==> src/rtl/pipe_pkg.sv <==
// Shared definitions for the MiniMicro pipeline: instruction field ranges,
// instruction classes and register read/write decode helpers.
package pipe_pkg;

  localparam int unsigned INSTR_W = 16;
  localparam int unsigned REG_W   = 3;

  // Field ranges of a 16-bit instruction word
  localparam int unsigned OP_HI   = 15;
  localparam int unsigned OP_LO   = 9;
  localparam int unsigned ASEL_HI = 8;
  localparam int unsigned ASEL_LO = 6;
  localparam int unsigned BSEL_HI = 5;
  localparam int unsigned BSEL_LO = 3;
  localparam int unsigned CSEL_HI = 2;
  localparam int unsigned CSEL_LO = 0;
  localparam int unsigned LIT_HI  = 14;
  localparam int unsigned LIT_LO  = 0;

  localparam logic [INSTR_W-1:0] NOP_WORD = 16'h0000;

  // Class markers: LIT has bit 15 set, NOWB has bits[15:14] = 01
  localparam int unsigned LIT_BIT  = 15;
  localparam logic [1:0]  NOWB_TAG = 2'b01;

  localparam logic [REG_W-1:0] R0 = 3'd0;

  typedef logic [INSTR_W-1:0] instr_t;
  typedef logic [REG_W-1:0]   reg_sel_t;

  function automatic logic [OP_HI-OP_LO:0] opcode(input instr_t w);
    return w[OP_HI:OP_LO];
  endfunction

  function automatic logic [LIT_HI-LIT_LO:0] literal(input instr_t w);
    return w[LIT_HI:LIT_LO];
  endfunction

  function automatic reg_sel_t asel(input instr_t w);
    return w[ASEL_HI:ASEL_LO];
  endfunction

  function automatic reg_sel_t bsel(input instr_t w);
    return w[BSEL_HI:BSEL_LO];
  endfunction

  function automatic reg_sel_t csel(input instr_t w);
    return w[CSEL_HI:CSEL_LO];
  endfunction

  function automatic logic is_nop(input instr_t w);
    return w == NOP_WORD;
  endfunction

  function automatic logic is_lit(input instr_t w);
    return w[LIT_BIT];
  endfunction

  function automatic logic is_nowb(input instr_t w);
    return w[15:14] == NOWB_TAG;
  endfunction

  // NOWB and ALU read aSel/bSel; NOP and LIT read nothing
  function automatic logic reads_regs(input instr_t w);
    return !is_nop(w) && !is_lit(w);
  endfunction

  // LIT and ALU write a register; NOP and NOWB do not
  function automatic logic writes_reg(input instr_t w);
    return !is_nop(w) && !is_nowb(w);
  endfunction

  function automatic reg_sel_t dest(input instr_t w);
    return is_lit(w) ? R0 : csel(w);
  endfunction

endpackage

==> src/rtl/pipe_haz_det.sv <==
// Read-after-write hazard detector between the stage-2 reader and the
// stage-3/4 producers. Purely combinational.
//   os2, os3, os4        : stage instruction words
//   haz_a3/haz_b3        : operand A/B of os2 depends on os3
//   haz_a4/haz_b4        : operand A/B of os2 depends on os4
module pipe_haz_det
  import pipe_pkg::*;
(
  input  logic [15:0] os2,
  input  logic [15:0] os3,
  input  logic [15:0] os4,
  output logic        haz_a3,
  output logic        haz_b3,
  output logic        haz_a4,
  output logic        haz_b4
);

  logic rd2;
  logic wr3;
  logic wr4;

  assign rd2 = reads_regs(os2);
  assign wr3 = writes_reg(os3);
  assign wr4 = writes_reg(os4);

  assign haz_a3 = rd2 && wr3 && (asel(os2) == dest(os3));
  assign haz_b3 = rd2 && wr3 && (bsel(os2) == dest(os3));
  assign haz_a4 = rd2 && wr4 && (asel(os2) == dest(os4));
  assign haz_b4 = rd2 && wr4 && (bsel(os2) == dest(os4));

endmodule

==> src/rtl/pipe_hazard_ctl.sv <==
// Issue/interlock controller for the five-stage MiniMicro pipeline.
// Owns stage registers os1..os5, accepts fetch via valid/ready, stalls
// stages 1-2 on RAW hazards, and handles branch flush and external hold.
// Build option: define PIPE_FWD_EN to enable stage-4 -> stage-2 forwarding.
//   clk, rst_n           : clock, async active-low reset
//   hold                 : freeze entire pipeline
//   flush                : kill stages 1-3 contents (os1..os3 <- NOP)
//   in_valid, in_instr   : fetch request
//   in_ready             : fetch accepted when in_valid & in_ready (comb)
//   os1..os5             : registered stage instruction words
//   stall                : hazard stall this cycle (comb)
//   fwd_a, fwd_b         : stage-2 operand takes stage-4 result (comb)
//   stall_cnt            : saturating count of stall cycles
module pipe_hazard_ctl
  import pipe_pkg::*;
#(
  parameter int unsigned CNT_W = 16
) (
  input  logic             clk,
  input  logic             rst_n,
  input  logic             hold,
  input  logic             flush,
  input  logic             in_valid,
  input  logic [15:0]      in_instr,
  output logic             in_ready,
  output logic [15:0]      os1,
  output logic [15:0]      os2,
  output logic [15:0]      os3,
  output logic [15:0]      os4,
  output logic [15:0]      os5,
  output logic             stall,
  output logic             fwd_a,
  output logic             fwd_b,
  output logic [CNT_W-1:0] stall_cnt
);

  logic haz_a3;
  logic haz_b3;
  logic haz_a4;
  logic haz_b4;
  logic stall_raw;

  pipe_haz_det u_haz_det (
    .os2    (os2),
    .os3    (os3),
    .os4    (os4),
    .haz_a3 (haz_a3),
    .haz_b3 (haz_b3),
    .haz_a4 (haz_a4),
    .haz_b4 (haz_b4)
  );

`ifdef PIPE_FWD_EN
  // Stage-4 results are forwarded, so only stage-3 producers interlock
  assign stall_raw = haz_a3 | haz_b3;
  assign fwd_a     = haz_a4 & ~haz_a3 & ~hold;
  assign fwd_b     = haz_b4 & ~haz_b3 & ~hold;
`else
  assign stall_raw = haz_a3 | haz_b3 | haz_a4 | haz_b4;
  assign fwd_a     = 1'b0;
  assign fwd_b     = 1'b0;
`endif

  // hold and flush both override the interlock
  assign stall    = stall_raw & ~hold & ~flush;
  assign in_ready = ~hold & ~flush & ~stall;

  // Stage registers: hold > flush > stall > normal
  always_ff @(posedge clk or negedge rst_n) begin
    if (!rst_n) begin
      os1 <= NOP_WORD;
      os2 <= NOP_WORD;
      os3 <= NOP_WORD;
      os4 <= NOP_WORD;
      os5 <= NOP_WORD;
    end else if (hold) begin
      os1 <= os1;
    end else if (flush) begin
      os5 <= os4;
      os4 <= os3;
      os3 <= NOP_WORD;
      os2 <= NOP_WORD;
      os1 <= NOP_WORD;
    end else if (stall) begin
      os5 <= os4;
      os4 <= os3;
      os3 <= NOP_WORD;
    end else begin
      os5 <= os4;
      os4 <= os3;
      os3 <= os2;
      os2 <= os1;
      os1 <= in_valid ? in_instr : NOP_WORD;
    end
  end

  // Saturating stall-cycle counter; stall is already masked by hold/flush
  always_ff @(posedge clk or negedge rst_n) begin
    if (!rst_n) begin
      stall_cnt <= '0;
    end else if (stall && (stall_cnt != {CNT_W{1'b1}})) begin
      stall_cnt <= stall_cnt + CNT_W'(1);
    end
  end

endmodule
==> config.mk <==
export PLATFORM = sky130hd
export DESIGN_NAME = pipe_hazard_ctl
export DESIGN_NICKNAME = d
export VERILOG_FILES = /design/src/rtl/pipe_pkg.sv /design/src/rtl/pipe_haz_det.sv /design/src/rtl/pipe_hazard_ctl.sv
export SDC_FILE = /design/constraint.sdc
export NUM_CORES = 1
export LEC_CHECK = 0
export CORE_MARGIN = 2
export CORE_UTILIZATION = 33
export DETAILED_ROUTE_END_ITERATION = 7
export GPL_ROUTABILITY_DRIVEN = 0
export PLACE_DENSITY = 0.65
export SLEW_MARGIN = 20
export SYNTH_ARGS = -nofsm -noshare
export SYNTH_HDL_FRONTEND = slang
export SYNTH_SLANG_ARGS = --single-unit
==> constraint.sdc <==
create_clock -name clk -period 4.5 [get_ports clk]
set_input_delay 1.125 -clock clk [delete_from_list [all_inputs] [get_ports clk]]
set_output_delay 1.125 -clock clk [all_outputs]
set_load 0.05 [all_outputs]
==> out/metrics.yaml, run 1 <==
final.fill_count: 1353
power.density_nw_per_um2: 783
ant_nets: 0
yosysMostFrequentCell: "dfrtp_1"
netlist.area_leader.share_pct: 49.2
holdBufCountCts: 0
worstHoldStart: "os5[4]$_DFFE_PN0N_"
cts_resized: 0
netlist_instances: 435
rsz0062_at_grt: "no"
avgSynthCellArea_sq_um: 11.2
grt_pass1_wl_um: 21000
start_util_pct: 33.7
cp.arrival_ns: 2.69
die_h_um: 126
cp_max_fo: 10
peakVddDrop_mv: 0.877
viasPerCell: 5.47
crit_type: "reg -> out"
clk_pin_slew_ns: 0.07
rows: 44
yosys_warnings: 0
diodes: 0
reg2reg_setup_slack_ns: 1.60
antenna_found_initial: 0
cts.sinks: 96
grt_use_total_pct: 16.4
ys_top_cells_by_area: "dfrtp_1 (49%), mux2_2 (7.6%), a221o_1 (6.4%)"
multi_input_area_sq_um: 2250
drive_gt1_share_pct: 12.4
r2r-end: "os3[5]$_DFFE_PN0N_"
skew_ns: 0.00695
vias: 3910
holdPathEnd: "os5[4]$_DFFE_PN0N_"
dp_cells: 699
synthTopCellsByCount: "dfrtp_1 (96), nor2b_1 (48), mux2_2 (33)"
hpwl_um: 8960
cp_data_required_time_ns: 3.38
post-route-period-util_pct: 84.8
synth_edf_count: 0
dpl_cell_area_sq_um: 6120
grt_start_max_net_pins: 72
cts_tree: "done"
hold_depth: 1
status: "completed"
slew_viol_final: 0
cts-root-buf: "clkbuf_16"
ys_types: 47
dr.first_iter.drc_count: 338
grt.overflow.total: 0
portBuffers: 118
first_pass_iters: 6
post_cts_buffers: 0
totalWireLength_um: 13000
reg2reg_from: "os2[3]$_DFFE_PN0P_"
synth_seq_cells: 96
finalSetupViolations: 0
die_width_um: 126
stdcell_count: 715
routedWlPerCell_um: 18.2
hold_viol_final: 0
startpoint_type: "flip-flop"
synth_ff_type: "dfrtp_1"
dieArea_sq_um: 15800
synth-async-reset-ratio_pct: 100
seqCellArea_sq_um: 2400
min_path_type: "reg -> reg"
final_nets: 548
worst_setup_path_end_kind: "output pin"
ios: 121
clk_latency_ns: 0.35
leakagePower_nw: 2.66
max_cap_viol_count: 0
numCtsBuffers: 9
worst-r2r-cell-count: 7
worstMarginPinSlew_ns: 1.06
relSlewSlack_pct: 29.0
clk_path_buf_depth: 2
fmax_mhz: 262
setup-tns-final_ns: 0
syn-cell-area_sq_um: 4880
layout_min_cycle_time_ns: 3.82
yosysTopAreaCell: "dfrtp_1"
remaining_drc_errors: 0
post-route-cell-area_sq_um: 6430
synthToLayoutAreaGrowth_pct: 31.8
finalPower_mw: 5.04
core_sq_um: 14500
seq_area_frac_synth_pct: 49.2
grt_pass1_vias: 3790
h-tree-depth: 3
[worst max path at each step]
stage,from,endpoint,slack [ns],cells past startpoint
floorplan,os2[7]$_DFFE_PN0P_,in_ready,0.35,10
global placement,flush,stall,1.07,5
detailed placement,flush,stall,1.09,5
CTS,os2[6]$_DFFE_PN0P_,stall,0.71,8
global route,os2[6]$_DFFE_PN0P_,stall,0.53,8
finish,os2[4]$_DFFE_PN0P_,stall,0.68,8
[final cells by class]
type	instances	area share (%)
sequential	96	37.3
multi-input combinational	293	34.9
timing repair buffer	126	19.3
tap	184	3.58
clock buffer	9	3.50
clock inverter	7	1.34
[flip-flops by register name, indices dropped and copies added (netlist names)]
signal     flops
os1           16
os2           16
os3           16
os4           16
os5           16
stall_cnt     16
[metrics by stage]
step                hold slack [ns]  util (%)  setup WS [ns]
CTS                           0.509      44.4          0.713
global placement              0.483      42.3           1.07
detailed placement            0.494      42.3           1.09
floorplan                     0.797         -          0.346
global route                  0.523      44.4          0.525
finish                        0.506      44.4          0.683
[worst max-delay path, cell delays in order (launching register included)]
cell	delay, ns
dfrtp_1	0.53
xnor2_1	0.33
a31oi_1	0.13
o32ai_1	0.18
nand3b_1	0.18
a31oi_4	0.19
or2_1	0.41
and2_1	0.26
buf_12	0.15
[logic make-up (layout without fill, tap and decap cells)]
family / Yosys count / count (layout) / synth area share [%]
other: 1 / 2 / 0.0768
AO/OA/AOI/OAI: 78 / 78 / 14.2
XOR/XNOR: 20 / 20 / 3.59
adder cells (fa/ha/maj): 1 / 1 / 0.256
AND/OR/NAND/NOR: 157 / 157 / 19.5
buffers and inverters: 47 / 142 / 5.13
flip-flops: 96 / 96 / 49.2
multiplexers: 35 / 35 / 8.07
[routing by layer]
layer / GRT usage, % / share of wire [%] / wire [um] / vias to the layer above
met1: 23.6 / 47 / 6060 / 1931
met3: 4.89 / 7.7 / 1010 / 8
li1: - / - / - / 1815
met4: 3.01 / 0.70 / 91 / 0
met5: 0 / 0 / 0 / -
met2: 24.9 / 45 / 5850 / 156
[power by group]
group	switching (mW)	total, mW	internal, mW	leakage (nW)
combinational	1.99	2.92	0.926	1.19
clock	0.356	0.798	0.443	0.150
sequential	0.256	1.32	1.07	1.32
[layout by cell type (no fill, tap or decap), types with 3 or more instances in the layout]
cell / n
nor4b_1: 15
a22o_1: 16
clkbuf_16: 9
o32ai_1: 3
nor2_1: 11
nor4_1: 9
buf_4: 11
o2111ai_1: 4
nand3_1: 20
a221o_1: 31
xnor2_1: 19
nand2_1: 7
a21oi_1: 3
mux2_2: 33
a31oi_1: 3
nand2b_1: 4
nor2b_1: 48
nor3_1: 24
dfrtp_1: 96
o211ai_1: 9
and3_1: 6
clkdlybuf4s50_1: 114
Power figures use the tool's default switching activity.
==> inputs of run 2 (changes only) <==
PLACE_DENSITY = 0.67   (was 0.65)
clock period = 3.4 ns   (was 4.5 ns; I/O delays follow)
==> run 2 against run 1 <==
Flip-flop and latch count stayed put. Design area rose by 0.31%. Non-clock buffer count is 3 higher. Core utilization increased by 0.14 points. Via count rose by 2.2%. Final cell count grew 0.42%. Sequential share of layout area shrank 0.077 points. Register-to-register slack lost 0.79 ns. Clock skew is 0.00092 ns lower. Clock-buffer cell count stayed put. Die area unchanged. Sequential power rose by 33%. Critical path type unchanged. Critical endpoint unchanged. Largest power group unchanged. Highest routed layer unchanged.
==> out/metrics.yaml, run 2 (same netlist as run 1, synthesis figures left out) <==
status: "completed"
fmax_mhz: 308
drive_gt1_share_pct: 13.7
crit_type: "reg -> out"
rows: 44
hpwl_um: 9320
worstMarginPinSlew_ns: 0.706
antenna_found_initial: 0
viasPerCell: 5.56
dr.first_iter.drc_count: 317
final_nets: 551
grt_pass1_vias: 3917
fin_ws_ns: 0.152
worstPathBufferInverterCount: 1
relSlewSlack_pct: 52.9
grt_use_total_pct: 17.1
core_sq_um: 14500
wl_met2_um: 6070
final_cell_mix: "clkdlybuf4s50_1 (114), dfrtp_1 (94), nor2b_1 (48)"
seqCellArea_sq_um: 2400
final.fill_count: 1361
skew_ns: 0.00603
grt_start_max_net_pins: 55
final_common_cell: "clkdlybuf4s50_1"
clk_path_buf_depth: 2
cts.sinks: 96
post-route-period-util_pct: 95.5
cts_tree: "done"
peakVddDrop_mv: 0.880
wl_met3_um: 906
clk_pin_slew_ns: 0.07
post-route-cell-area_sq_um: 6450
rsz0062_at_grt: "no"
numCtsBuffers: 9
synthToLayoutAreaGrowth_pct: 32.2
max_cap_viol_count: 0
h-tree-depth: 3
grt.overflow.total: 0
post_cts_buffers: 0
finalPower_mw: 6.72
routedWlPerCell_um: 18.6
die_h_um: 126
grt_pass1_wl_um: 21800
multi_input_area_sq_um: 2270
crit_family: "simple AND/OR/NAND/NOR gates"
portBuffers: 118
ant_nets: 0
first_pass_iters: 4
ios: 121
layout_min_cycle_time_ns: 3.25
hold_viol_final: 0
slew_viol_final: 0
cp_data_required_time_ns: 2.55
die_width_um: 126
min_path_type: "reg -> reg"
pre_cts_ws_ns: 0.376
critPathSlowestCell: "dfrtp_1"
top_layer_used: "met4"
diodes: 0
dieArea_sq_um: 15800
totalWireLength_um: 13400
dpl_cell_area_sq_um: 6160
cp_max_fo: 11
clk_latency_ns: 0.35
crit_path_cell_trace: "and4bb_1 > a31oi_1 > o32ai_1 > a21oi_1 > nor3b_4 > or2_4 > and2_1 > buf_12"
cp.arrival_ns: 2.40
m1WireLength_um: 6230
finalSetupViolations: 0
cts-root-buf: "clkbuf_16"
worst_setup_path_end_kind: "output pin"
start_util_pct: 33.7
startpoint_type: "flip-flop"
power.density_nw_per_um2: 1040
setup-tns-final_ns: 0
cpPeakStageDelay_ns: 0.56
leakagePower_nw: 2.67
vias: 3995
remaining_drc_errors: 0
==> run 2: cell count changes in the layout (fill, tap and decap cells not counted), sizes merged <==
| cell | delta |
|---|---|
| clkinv | -1 |
| inv | +2 |
| buf | +3 |
| bufinv | -1 |
==> run 2: per-stage QoR <==
stage | utilization, % | hold slack (ns) | cells
global placement | 42.5 | 0.483 | 702
finish | 44.6 | 0.505 | 718
floorplan | - | 0.554 | 436
detailed placement | 42.5 | 0.490 | 702
CTS | 44.5 | 0.504 | 718
global route | 44.6 | 0.516 | 718
==> run 2: power breakdown <==
| group | switching (mW) | internal, mW |
|---|---|---|
| logic | 2.70 | 1.27 |
| clock network | 0.488 | 0.514 |
| registers | 0.337 | 1.41 |
| total | 3.52 | 3.20 |
==> run 2: layout make-up <==
| class | count | share of cell area (%) |
|---|---|---|
| sequential | 96 | 37.3 |
| multi-input combinational | 293 | 35.1 |
| timing repair buffer | 129 | 19.6 |
| tap | 184 | 3.57 |
| clock buffer | 9 | 3.49 |
| clock inverter | 7 | 0.950 |
==> run 2: worst register-to-register path, stage by stage, from the launching register on <==
cell and delay (ns):
dfrtp_1 0.51, nor4_1 0.41, a41oi_1 0.22, nand2_1 0.16, a31oi_4 0.05, buf_4 0.30
nor3_4 0.65, a22o_1 0.24
==> run 2: final timing paths <==
kind | slack [ns] | depth (start not counted) | start | to
worst max register to register | 0.81 | 7 | os2[7]$_DFFE_PN0P_ | os3[1]$_DFFE_PN0N_
max in group asynchronous | 2.05 | 2 | rst_n | os3[13]$_DFFE_PN0N_
worst max-delay path | 0.15 | 8 | os2[7]$_DFFE_PN0P_ | stall
worst min register to register | 0.50 | 1 | stall_cnt[10]$_DFFE_PN0P_ | stall_cnt[10]$_DFFE_PN0P_
min in group asynchronous | 0.52 | 1 | rst_n | os5[15]$_DFFE_PN0N_
worst min-delay path | 0.50 | 1 | stall_cnt[10]$_DFFE_PN0P_ | stall_cnt[10]$_DFFE_PN0P_
==> run 2: metal layers <==
layer / track usage (%) / vias up
met1: 24.0 / 2018
met3: 5.10 / 15
met4: 4.71 / 0
met5: 0 / -
li1: - / 1819
met2: 25.8 / 143
==> run 2: timing repair <==
action,4_1_cts,5_1_grt
endpoints found under the setup margin,1,1
gates resized for setup,1,2
cloned,0,0
hold buffers,0,0
==> inputs of run 3 (changes only) <==
--- a/config.mk
+++ b/config.mk
@@ -16 +16,2 @@
 export SYNTH_SLANG_ARGS = --single-unit
+export TNS_END_PERCENT = 100
==> constraint.sdc (replaced) <==
create_clock -name clk -period 3.4 [get_ports clk]
set_input_delay 0.68 -clock clk [delete_from_list [all_inputs] [get_ports clk]]
set_output_delay 0.68 -clock clk [all_outputs]
set_load 0.05 [all_outputs]
==> run 3 against run 2 <==
First-iteration DRC count is 13% higher. Final cell count stayed put. Maximum frequency is 0.63% higher. Combinational power is 1% lower. Critical path depth stayed put. Flip-flop and latch count stayed put. Core utilization hardly changed. Global-route usage hardly changed. Wire length is 0.99% lower. Register-to-register slack worse by 0.19 ns. Sequential share of layout area hardly changed. Critical path type unchanged. Critical endpoint unchanged.
==> out/metrics.yaml, run 3 (same netlist as run 1, synthesis figures left out) <==
critPathSlowestCell: "dfrtp_1"
rsz0062_at_grt: "no"
numCtsBuffers: 9
fmax_mhz: 310
startpoint_type: "flip-flop"
cp_data_required_time_ns: 2.72
first_pass_iters: 4
cts.sinks: 96
viasPerCell: 5.43
diodes: 0
grt_pass1_wl_um: 21700
drive_gt1_share_pct: 13.1
cp_max_fo: 9
ios: 121
cpPeakStageDelay_ns: 0.54
antenna_found_initial: 0
holdBufCountCts: 0
cts-root-buf: "clkbuf_16"
worst_setup_path_end_kind: "output pin"
worst-r2r-cell-count: 9
routedWlPerCell_um: 18.5
hpwl_um: 9340
peakVddDrop_mv: 0.495
rows: 44
synthToLayoutAreaGrowth_pct: 32.2
post-route-cell-area_sq_um: 6450
worstPathBufferInverterCount: 1
status: "completed"
ant_nets: 0
max_cap_viol_count: 0
grt_pass1_vias: 3844
slew_viol_final: 0
clk_path_buf_depth: 2
dr.first_iter.drc_count: 357
pre_cts_ws_ns: 0.347
utilization_pct: 44.6
dp_cells: 701
crit_path_cell_trace: "nor4bb_1 > a31oi_1 > o32ai_1 > nand3b_1 > a31oi_4 > or2_1 > and2_1 > buf_12"
core_sq_um: 14500
final_cell_mix: "clkdlybuf4s50_1 (114), dfrtp_1 (96), nor2b_1 (48)"
layout_min_cycle_time_ns: 3.23
leakagePower_nw: 2.67
setup-tns-final_ns: 0
clk_pin_slew_ns: 0.07
crit_family: "simple AND/OR/NAND/NOR gates"
post_cts_buffers: 1
dieArea_sq_um: 15800
clk_latency_ns: 0.35
remaining_drc_errors: 0
stdcell_count: 718
dpl_cell_area_sq_um: 6140
portBuffers: 118
hold_viol_final: 0
fin_ws_ns: 0.172
reg2reg_setup_slack_ns: 0.62
h-tree-depth: 3
grt_start_max_net_pins: 58
die_h_um: 126
min_path_type: "in -> async"
r2r-end: "stall_cnt[14]$_DFFE_PN0P_"
power.density_nw_per_um2: 1030
relSlewSlack_pct: 51.0
vias: 3898
finalPower_mw: 6.67
reg2reg_from: "os4[1]$_DFFE_PN0N_"
post-route-period-util_pct: 94.9
cp.arrival_ns: 2.55
final_common_cell: "clkdlybuf4s50_1"
die_width_um: 126
totalWireLength_um: 13300
finalSetupViolations: 0
start_util_pct: 33.7
whs_ns: 0.378
grt.overflow.total: 0
crit_type: "reg -> out"
skew_ns: 0.00901
final_nets: 551
cts_resized: 0
cts_tree: "done"
worstMarginPinSlew_ns: 0.735
grt_use_total_pct: 17.1
[run 3: cell types whose count changed in the layout (fill, tap and decap cells not counted)]
cell        change
nor3_4          -1
or2_4           -1
inv_6           -1
dfrtp_1         +2
or2_1           +1
nor3_2          +1
clkinvlp_4      -1
clkinv_4        +2
dfrtp_2         -2
clkinv_2        -1
inv_8           +1
[run 3: per-layer routing]
metal / track usage [%] / share of wire, % / up-vias / wire length (um)
met2: 25.7 / 45 / 151 / 6010
li1: - / - / 1814 / -
met3: 5.10 / 7.5 / 11 / 996
met5: 0 / 0 / - / 0
met1: 24.6 / 46 / 1922 / 6140
met4: 3.86 / 0.89 / 0 / 118
[run 3: worst max-delay path by stage]
stage / start / endpoint / slack (ns) / cells past startpoint
global placement: os4[0]$_DFFE_PN0N_ / stall / 0.46 / 8
detailed placement: os4[0]$_DFFE_PN0N_ / stall / 0.35 / 8
global route: os4[0]$_DFFE_PN0N_ / stall / 0.05 / 8
floorplan: os2[7]$_DFFE_PN0P_ / in_ready / 0.13 / 10
finish: os4[1]$_DFFE_PN0N_ / stall / 0.17 / 8
CTS: os4[1]$_DFFE_PN0N_ / stall / 0.22 / 8
[run 3: cell type report]
type	count	area (sq um)
clock buffer	9	225
clock inverter	7	68.8
fill	1339	8030
multi-input combinational	293	2260
sequential	96	2400
tap	184	230
timing repair buffer	129	1270
[run 3: report_power, final]
part	internal (mW)	total [mW]	switching (mW)
clock	0.519	0.996	0.477
sequential	1.41	1.75	0.338
combinational	1.27	3.92	2.66
total	3.20	6.67	3.47
[run 3: worst reg2reg max path, cell delays in order, from the launching register on]
cell,delay [ns]
dfrtp_1,0.54
nor4bb_1,0.33
a31oi_1,0.07
o32ai_1,0.18
nand3b_1,0.18
a31oi_4,0.25
buf_4,0.22
buf_4,0.39
o211ai_1,0.18
mux2_1,0.33
